===== src/rtl/btn_cond_pkg.sv =====
// rtl/btn_cond_pkg.sv - state encoding and default timing for the button step conditioner
package btn_cond_pkg;

    localparam int STATE_W = 3;

    localparam int DEFAULT_DB_CYCLES     = 4;
    localparam int DEFAULT_HOLD_CYCLES   = 8;
    localparam int DEFAULT_REPEAT_CYCLES = 3;
    localparam int DEFAULT_CNT_W         = 8;

    typedef enum logic [STATE_W-1:0] {
        ST_IDLE       = 3'd0,
        ST_PRESS_DB   = 3'd1,
        ST_HELD       = 3'd2,
        ST_REPEAT     = 3'd3,
        ST_RELEASE_DB = 3'd4
    } btn_state_e;

endpackage


===== src/rtl/btn_step_conditioner_if.sv =====
// rtl/btn_step_conditioner_if.sv - button input and step output bundle
interface btn_step_conditioner_if;

    logic btn_raw;
    logic rpt_en;
    logic step;
    logic btn_level;
    logic rpt_active;

    modport master (
        output btn_raw,
        output rpt_en,
        input  step,
        input  btn_level,
        input  rpt_active
    );

    modport slave (
        input  btn_raw,
        input  rpt_en,
        output step,
        output btn_level,
        output rpt_active
    );

endinterface


===== src/rtl/sync_2ff.sv =====
// rtl/sync_2ff.sv - two-flop synchronizer, async active-low reset to 0
module sync_2ff (
    input  logic clk,
    input  logic rst_n,
    input  logic d_i,
    output logic q_o
);

    logic meta_q;
    logic sync_q;

    always_ff @(posedge clk or negedge rst_n) begin
        if (!rst_n) begin
            meta_q <= 1'b0;
            sync_q <= 1'b0;
        end else begin
            meta_q <= d_i;
            sync_q <= meta_q;
        end
    end

    assign q_o = sync_q;

endmodule


===== src/rtl/btn_step_conditioner.sv =====
// rtl/btn_step_conditioner.sv - debounces a raw button into single-cycle step pulses with auto-repeat
module btn_step_conditioner
    import btn_cond_pkg::*;
#(
    parameter int DB_CYCLES     = DEFAULT_DB_CYCLES,
    parameter int HOLD_CYCLES   = DEFAULT_HOLD_CYCLES,
    parameter int REPEAT_CYCLES = DEFAULT_REPEAT_CYCLES,
    parameter int CNT_W         = DEFAULT_CNT_W
) (
    input  logic                    clk,
    input  logic                    reset_n,
    btn_step_conditioner_if.slave   bus
);

    localparam logic [CNT_W-1:0] DB_LAST   = CNT_W'(DB_CYCLES - 1);
    localparam logic [CNT_W-1:0] HOLD_LAST = CNT_W'(HOLD_CYCLES - 1);
    localparam logic [CNT_W-1:0] REP_LAST  = CNT_W'(REPEAT_CYCLES - 1);

    logic             btn_s;
    btn_state_e       state_q, state_d;
    logic [CNT_W-1:0] timer_q, timer_d;
    logic             step_q, step_d;
    logic             level_q, level_d;
    logic             rpt_q, rpt_d;

    sync_2ff u_sync (
        .clk   (clk),
        .rst_n (reset_n),
        .d_i   (bus.btn_raw),
        .q_o   (btn_s)
    );

    always_ff @(posedge clk or negedge reset_n) begin
        if (!reset_n) begin
            state_q <= ST_IDLE;
            timer_q <= '0;
            step_q  <= 1'b0;
            level_q <= 1'b0;
            rpt_q   <= 1'b0;
        end else begin
            state_q <= state_d;
            timer_q <= timer_d;
            step_q  <= step_d;
            level_q <= level_d;
            rpt_q   <= rpt_d;
        end
    end

    always_comb begin
        state_d = state_q;
        timer_d = timer_q + CNT_W'(1);
        step_d  = 1'b0;
        case (state_q)
            ST_IDLE: begin
                timer_d = '0;
                if (btn_s) state_d = ST_PRESS_DB;
            end
            ST_PRESS_DB: begin
                if (!btn_s) begin
                    state_d = ST_IDLE;
                end else if (timer_q == DB_LAST) begin
                    state_d = ST_HELD;
                    step_d  = 1'b1;
                end
            end
            ST_HELD: begin
                if (!btn_s) begin
                    state_d = ST_RELEASE_DB;
                end else if (!bus.rpt_en) begin
                    // Hold-off only accumulates while repeat is allowed.
                    timer_d = '0;
                end else if (timer_q == HOLD_LAST) begin
                    state_d = ST_REPEAT;
                    step_d  = 1'b1;
                end
            end
            ST_REPEAT: begin
                if (!btn_s) begin
                    state_d = ST_RELEASE_DB;
                end else if (!bus.rpt_en) begin
                    state_d = ST_HELD;
                end else if (timer_q == REP_LAST) begin
                    step_d  = 1'b1;
                    timer_d = '0;
                end
            end
            ST_RELEASE_DB: begin
                if (btn_s) begin
                    state_d = ST_HELD;
                end else if (timer_q == DB_LAST) begin
                    state_d = ST_IDLE;
                end
            end
            default: begin
                state_d = ST_IDLE;
                timer_d = '0;
            end
        endcase

        if (state_d != state_q) timer_d = '0;

        level_d = (state_d == ST_HELD) || (state_d == ST_REPEAT) || (state_d == ST_RELEASE_DB);
        rpt_d   = (state_d == ST_REPEAT);
    end

    assign bus.step       = step_q;
    assign bus.btn_level  = level_q;
    assign bus.rpt_active = rpt_q;

endmodule


===== src/flat_wrapper.sv =====
// flat-port wrapper written by rule: the top's interface ports become plain ports
module btn_step_conditioner_flat import btn_cond_pkg::*;
#(
    parameter int DB_CYCLES     = DEFAULT_DB_CYCLES,
    parameter int HOLD_CYCLES   = DEFAULT_HOLD_CYCLES,
    parameter int REPEAT_CYCLES = DEFAULT_REPEAT_CYCLES,
    parameter int CNT_W         = DEFAULT_CNT_W
)
  (clk, reset_n, bus_btn_raw, bus_rpt_en, bus_step, bus_btn_level, bus_rpt_active);
  btn_step_conditioner_if bus_i ();
  input  logic clk;
  input  logic reset_n;
  input wire logic [$bits(bus_i.btn_raw)-1:0] bus_btn_raw;
  input wire logic [$bits(bus_i.rpt_en)-1:0] bus_rpt_en;
  output wire logic [$bits(bus_i.step)-1:0] bus_step;
  output wire logic [$bits(bus_i.btn_level)-1:0] bus_btn_level;
  output wire logic [$bits(bus_i.rpt_active)-1:0] bus_rpt_active;
  assign bus_i.btn_raw = bus_btn_raw;
  assign bus_i.rpt_en = bus_rpt_en;
  assign bus_step = bus_i.step;
  assign bus_btn_level = bus_i.btn_level;
  assign bus_rpt_active = bus_i.rpt_active;
  btn_step_conditioner #(.DB_CYCLES(DB_CYCLES), .HOLD_CYCLES(HOLD_CYCLES), .REPEAT_CYCLES(REPEAT_CYCLES), .CNT_W(CNT_W)) u_core (.clk(clk), .reset_n(reset_n), .bus(bus_i));
endmodule

===== config.mk =====
export PLATFORM = sky130hd
export DESIGN_NAME = btn_step_conditioner_flat
export DESIGN_NICKNAME = d
export VERILOG_FILES = /design/src/rtl/btn_cond_pkg.sv /design/src/rtl/btn_step_conditioner_if.sv /design/src/rtl/sync_2ff.sv /design/src/rtl/btn_step_conditioner.sv /design/src/flat_wrapper.sv
export SDC_FILE = /design/constraint.sdc
export NUM_CORES = 1
export LEC_CHECK = 0
export ABC_CLOCK_PERIOD_IN_PS = 1700
export BUFFER_PORTS_ARGS = -buffer_cell sky130_fd_sc_hd__buf_2
export CORE_MARGIN = 3
export CORE_UTILIZATION = 44
export CTS_CLUSTER_SIZE = 30
export DETAILED_ROUTE_END_ITERATION = 12
export PLACE_DENSITY = 0.69
export SYNTH_ARGS = -nofsm -noshare
export SYNTH_HDL_FRONTEND = slang
export SYNTH_SLANG_ARGS = --single-unit

===== constraint.sdc =====
create_clock -name clk -period 1.7 [get_ports clk]
set_input_delay 0.085 -clock clk [delete_from_list [all_inputs] [get_ports clk]]
set_output_delay 0.085 -clock clk [all_outputs]
set_load 0.005 [all_outputs]

After elaboration in Yosys (flattened, before gate mapping)
Index checks and enable logic that the tools add are counted.
{"block": "totals", "reg_bits": 16, "in_bits": 4, "output_inout_bits": 3}
{"block": "op_classes", "addsub": 1, "n_eq_ne": 11, "muxes": 27, "n_reduce_logical": 4}
{"op": "8-bit two-way mux", "count": 6}
{"op": "3-bit two-way mux", "count": 10}
{"op": "8-bit one-hot mux with 3 select lines", "count": 1}
{"op": "8-bit by 2-bit equality test with 1-bit output, second input constant", "count": 2}
{"op": "3-bit one-hot mux with 5 select lines", "count": 1}
{"op": "3-bit by 2-bit equality test with 1-bit output, second input constant", "count": 4}
{"op": "8-bit by 1-bit adder with 8-bit output, second input constant", "count": 1}
{"op": "8-bit by 3-bit equality test with 1-bit output, second input constant", "count": 1}
{"op": "1-bit two-way mux", "count": 8}
{"op": "3-bit equality test, second input constant", "count": 2}
{"op": "3-bit by 1-bit equality test with 1-bit output, second input constant", "count": 1}
{"op": "3-bit zero test", "count": 1}
{"op": "3-bit != test", "count": 1}
{"op": "1-bit one-hot mux with 3 select lines", "count": 1}
{"op": "1-bit logical OR", "count": 2}
{"op": "2-bit OR reduction", "count": 1}

Logic depth before layout (Yosys ltp)
{"block": "depth", "word_depth": 8, "mapped_depth": 6}

By module
A second synthesis with hierarchy kept.
{"block": "hier_totals", "cells_unflattened": 88, "hier_area_um2": 897.1}
{"mod": "btn_step_conditioner", "instances": 1, "cells_each": 86, "area_each_um2": 847.1}
{"mod": "sync_2ff", "instances": 1, "cells_each": 2, "area_each_um2": 50.0}

Worst setup path after synthesis
OpenSTA, ideal clock, no wires.
{"block": "synth_path", "kind": "reg-to-reg", "start": "register u_core.timer_q[0]", "end": "register u_core.timer_q[2]", "setup_time_ns": 0.136, "arrival_time_ns": 1.529, "slack_ns": 0.035, "stages_incl_launch_ff": 6, "path_buffers": 0, "synth_period_minus_slack_ns": 1.665, "path_cell_list": "dfrtp_1 -> ha_1 -> or3b_2 -> o211a_1 -> o32ai_4 -> nor4_1"}
{"block": "synth_via", "elab_chain_len": 7}
{"element": "start, declared", "line": "btn_step_conditioner.sv:21", "rtl": "logic [CNT_W-1:0] timer_q, timer_d;"}
{"element": "start signal, assigned", "line": "btn_step_conditioner.sv:42", "rtl": "timer_q <= timer_d;"}
{"element": "parallel branches: the longest is 6 deep, another holds 8-bit by 1-bit adder with 8-bit output"}
{"element": "8-bit two-way mux (*)", "line": "btn_step_conditioner.sv:100", "rtl": "if (state_d != state_q) timer_d = '0;"}
{"element": "via u_core.timer_d[2]", "line": "btn_step_conditioner.sv:21"}
Mark *: on every way through the listed nets, which the timed path passes.

Final worst setup path
{"block": "layout_path", "start": "register u_core.timer_q[4]", "end": "register u_core.timer_q[4]"}
Same word-level chain as after synthesis.

==> impl_metrics.json <==
{
  "outcome": "complete, no violations",
  "syn_avg_cell_area_um2": 9.88,
  "critPathLaunchType": "flop",
  "drv_cap": 0,
  "hold_ws_ns": 0.230,
  "syn-num-nets": 95,
  "ys_ff_latch": 16,
  "worstSkewPairLatency_ns": 0.28,
  "p_leak_uw": 0.000490,
  "wl_per_cell_um": 13.0,
  "fin_crit_sh": 0.988,
  "r2r_setup_slack_ns": 0.02,
  "max_freq_mhz": 595,
  "cp_max_fo": 8,
  "critPathRequiredTime_ns": 1.86,
  "routed_wl_mm": 1.77,
  "drive_gt1_frac": 0.324,
  "h-tree-depth": 1,
  "netlist_area_um2": 880,
  "fp.dieW_um": 50.7,
  "rows": 15,
  "crit_type": "flop to flop",
  "end_kind": "flop",
  "syn2layout_area_growth_pct": 25.7,
  "gp_congestion": 0.795,
  "fin_nets": 118,
  "yosysSeqAreaShare": 0.455,
  "setup_tns_ns": 0,
  "ir_drop_v": 0.000422,
  "die_height_um": 50.7,
  "drt-pass1-iter-count": 4,
  "post-route-drc-count": 0,
  "r2r-start": "u_core.timer_q[4]$_DFF_PN0_",
  "fin_skew_ns": 0.00150,
  "core_area_um2": 1800,
  "diodes": 0,
  "tritoncts": "done",
  "cts_buffer_depth": 2,
  "rsz0062_at_grt": "yes",
  "p_total_uw": 694,
  "clock_sinks": 16,
  "io_pins": 7,
  "max_slew_margin": 0.714,
  "synth_flop_cell": "dfrtp_1",
  "die-area_um2": 2570,
  "synth_cell_types": 34,
  "grt_usage": 0.165,
  "place_hpwl_mm": 1.24,
  "ant_nets": 0,
  "grt_pass1_wl_mm": 3.16,
  "final-hold-violation-count": 0,
  "crit_arrival_ns": 1.84,
  "antenna_found_initial": 0,
  "slew_violations": 0,
  "clkSlewWorstSetupHoldPaths_ns": 0.10,
  "placed_area_um2": 1010,
  "grt_max_degree": 17,
  "worst_pin_slew_ns": 0.429,
  "setup_viol": 0,
  "syn-instance-count": 89,
  "num_vias": 737,
  "period_needed_ns": 1.68,
  "cts_made_buffers": 3,
  "first_iter_violations": 9,
  "avgViaCountPerCell": 5.42,
  "r2r.worst_path.cells": 4,
  "portBuffers": 6,
  "r2r_end": "u_core.timer_q[4]$_DFF_PN0_",
  "cts_root_buf": "clkbuf_4",
  "yosysWarnings": 0,
  "grt_pass1_vias": 733,
  "powerDensity_nw_per_um2": 628,
  "start_util": 0.488,
  "hp-class": "primary input to async pin",
  "gr-total-overflow": 0,
  "final_cell_area_um2": 1110,
  "async_flop_share": 1.00,
  "synth_edf_count": 0
}
==> where the power goes <==
| group | switching [uW] | leakage (uW) | internal [uW] |
|---|---|---|---|
| clock | 122 | 0.0000210 | 130 |
| combinational | 29.1 | 0.000253 | 21.1 |
| sequential | 5.39 | 0.000216 | 386 |
| total | 156 | 0.000490 | 538 |
==> critical path: stages, from the launching register on <==
cell and delay (ns):
dfrtp_1 0.41, or4_4 0.57, o211a_1 0.25, o32ai_4 0.23, nor4_1 0.09
==> worst max-delay path by stage <==
stage / start / endpoint / slack, ns / cells past startpoint
after floorplan: u_core.timer_q[0]$_DFF_PN0_ / u_core.timer_q[2]$_DFF_PN0_ / 0.04 / 5
after global placement: u_core.timer_q[4]$_DFF_PN0_ / u_core.timer_q[2]$_DFF_PN0_ / 0.04 / 4
after detailed placement: u_core.timer_q[1]$_DFF_PN0_ / u_core.timer_q[3]$_DFF_PN0_ / -0.01 / 5
after CTS: u_core.timer_q[4]$_DFF_PN0_ / u_core.timer_q[3]$_DFF_PN0_ / -0.004 / 4
after global routing: u_core.timer_q[4]$_DFF_PN0_ / u_core.timer_q[3]$_DFF_PN0_ / -0.04 / 4
final: u_core.timer_q[4]$_DFF_PN0_ / u_core.timer_q[4]$_DFF_PN0_ / 0.02 / 4
==> state kept, by name, summed over array words and instances (netlist names) <==
signal,count
u_core.bus.rpt_active,1
u_core.u_sync.q_o,1
u_core.timer_q,8
u_core.bus.btn_level,1
u_core.bus.step,1
u_core.u_sync.meta_q,1
u_core.state_q,3
==> logic make-up (layout without fill, tap and decap cells) <==
group	after synthesis	in the layout	synth area share
flops	16	16	0.455
buf+inv	9	31	0.0441
compound gates	18	18	0.161
fa+ha+maj	2	2	0.0284
simple gates	38	38	0.252
xor+xnor	6	6	0.0597
==> cells in the mapped netlist, types with 2 or more instances <==
cell	instances	area (um^2)
nand2_1	4	15.0
o21ai_0	3	15.0
nor3b_1	2	15.0
ha_1	2	25.0
nor2_1	7	26.3
nand3_1	3	15.0
nor3_1	2	10.0
a21oi_1	4	20.0
buf_2	4	20.0
inv_1	5	18.8
xnor2_1	4	35.0
nor4_1	10	62.6
xor2_1	2	17.5
nor2b_1	2	12.5
dfrtp_1	16	400
==> cells in the final DEF (no fill, tap or decap), types with 2 or more instances in the layout <==
master,Yosys,final
dfrtp_1,16,16
buf_4,0,14
nor4_1,10,8
nor2_1,7,7
buf_2,4,6
inv_1,5,5
a21oi_1,4,4
nand2_1,4,4
xnor2_1,4,4
nand3_1,3,3
o21ai_0,3,3
clkbuf_4,0,3
nor3_1,2,2
nor2b_1,2,2
xor2_1,2,2
nor4_2,0,2
dlygate4sd3_1,0,2
==> metal layers <==
metal,up-vias,global-route usage,routed length [um]
li1,367,-,-
met1,359,0.209,826
met2,9,0.272,886
met3,2,0.0356,39
met4,0,0.0673,14
met5,-,0,0
==> what timing repair did <==
item                       CTS  global route
setup endpoints to repair    7             8
hold buffers                 2             0
gates resized for setup      3             3
hold endpoints to repair    17             0
pin swaps                    7             1
setup buffers                1             1
==> final cells by class <==
cell class	instances	area [um^2]
clock buffer	4	36.3
fill	162	696
inverter	5	18.8
multi-input combinational	64	464
sequential	16	400
tap	25	31.3
timing repair buffer	22	155
==> metrics by stage <==
step	std cells	utilization	worst slack (ns)
CTS	135	0.603	-0.00427
floorplan	89	-	0.0351
detailed placement	128	0.561	-0.0124
global route	136	0.614	-0.0417
global placement	128	0.561	0.0425
finish	136	0.614	0.0196
No activity file was read; power rests on OpenSTA's default activity.
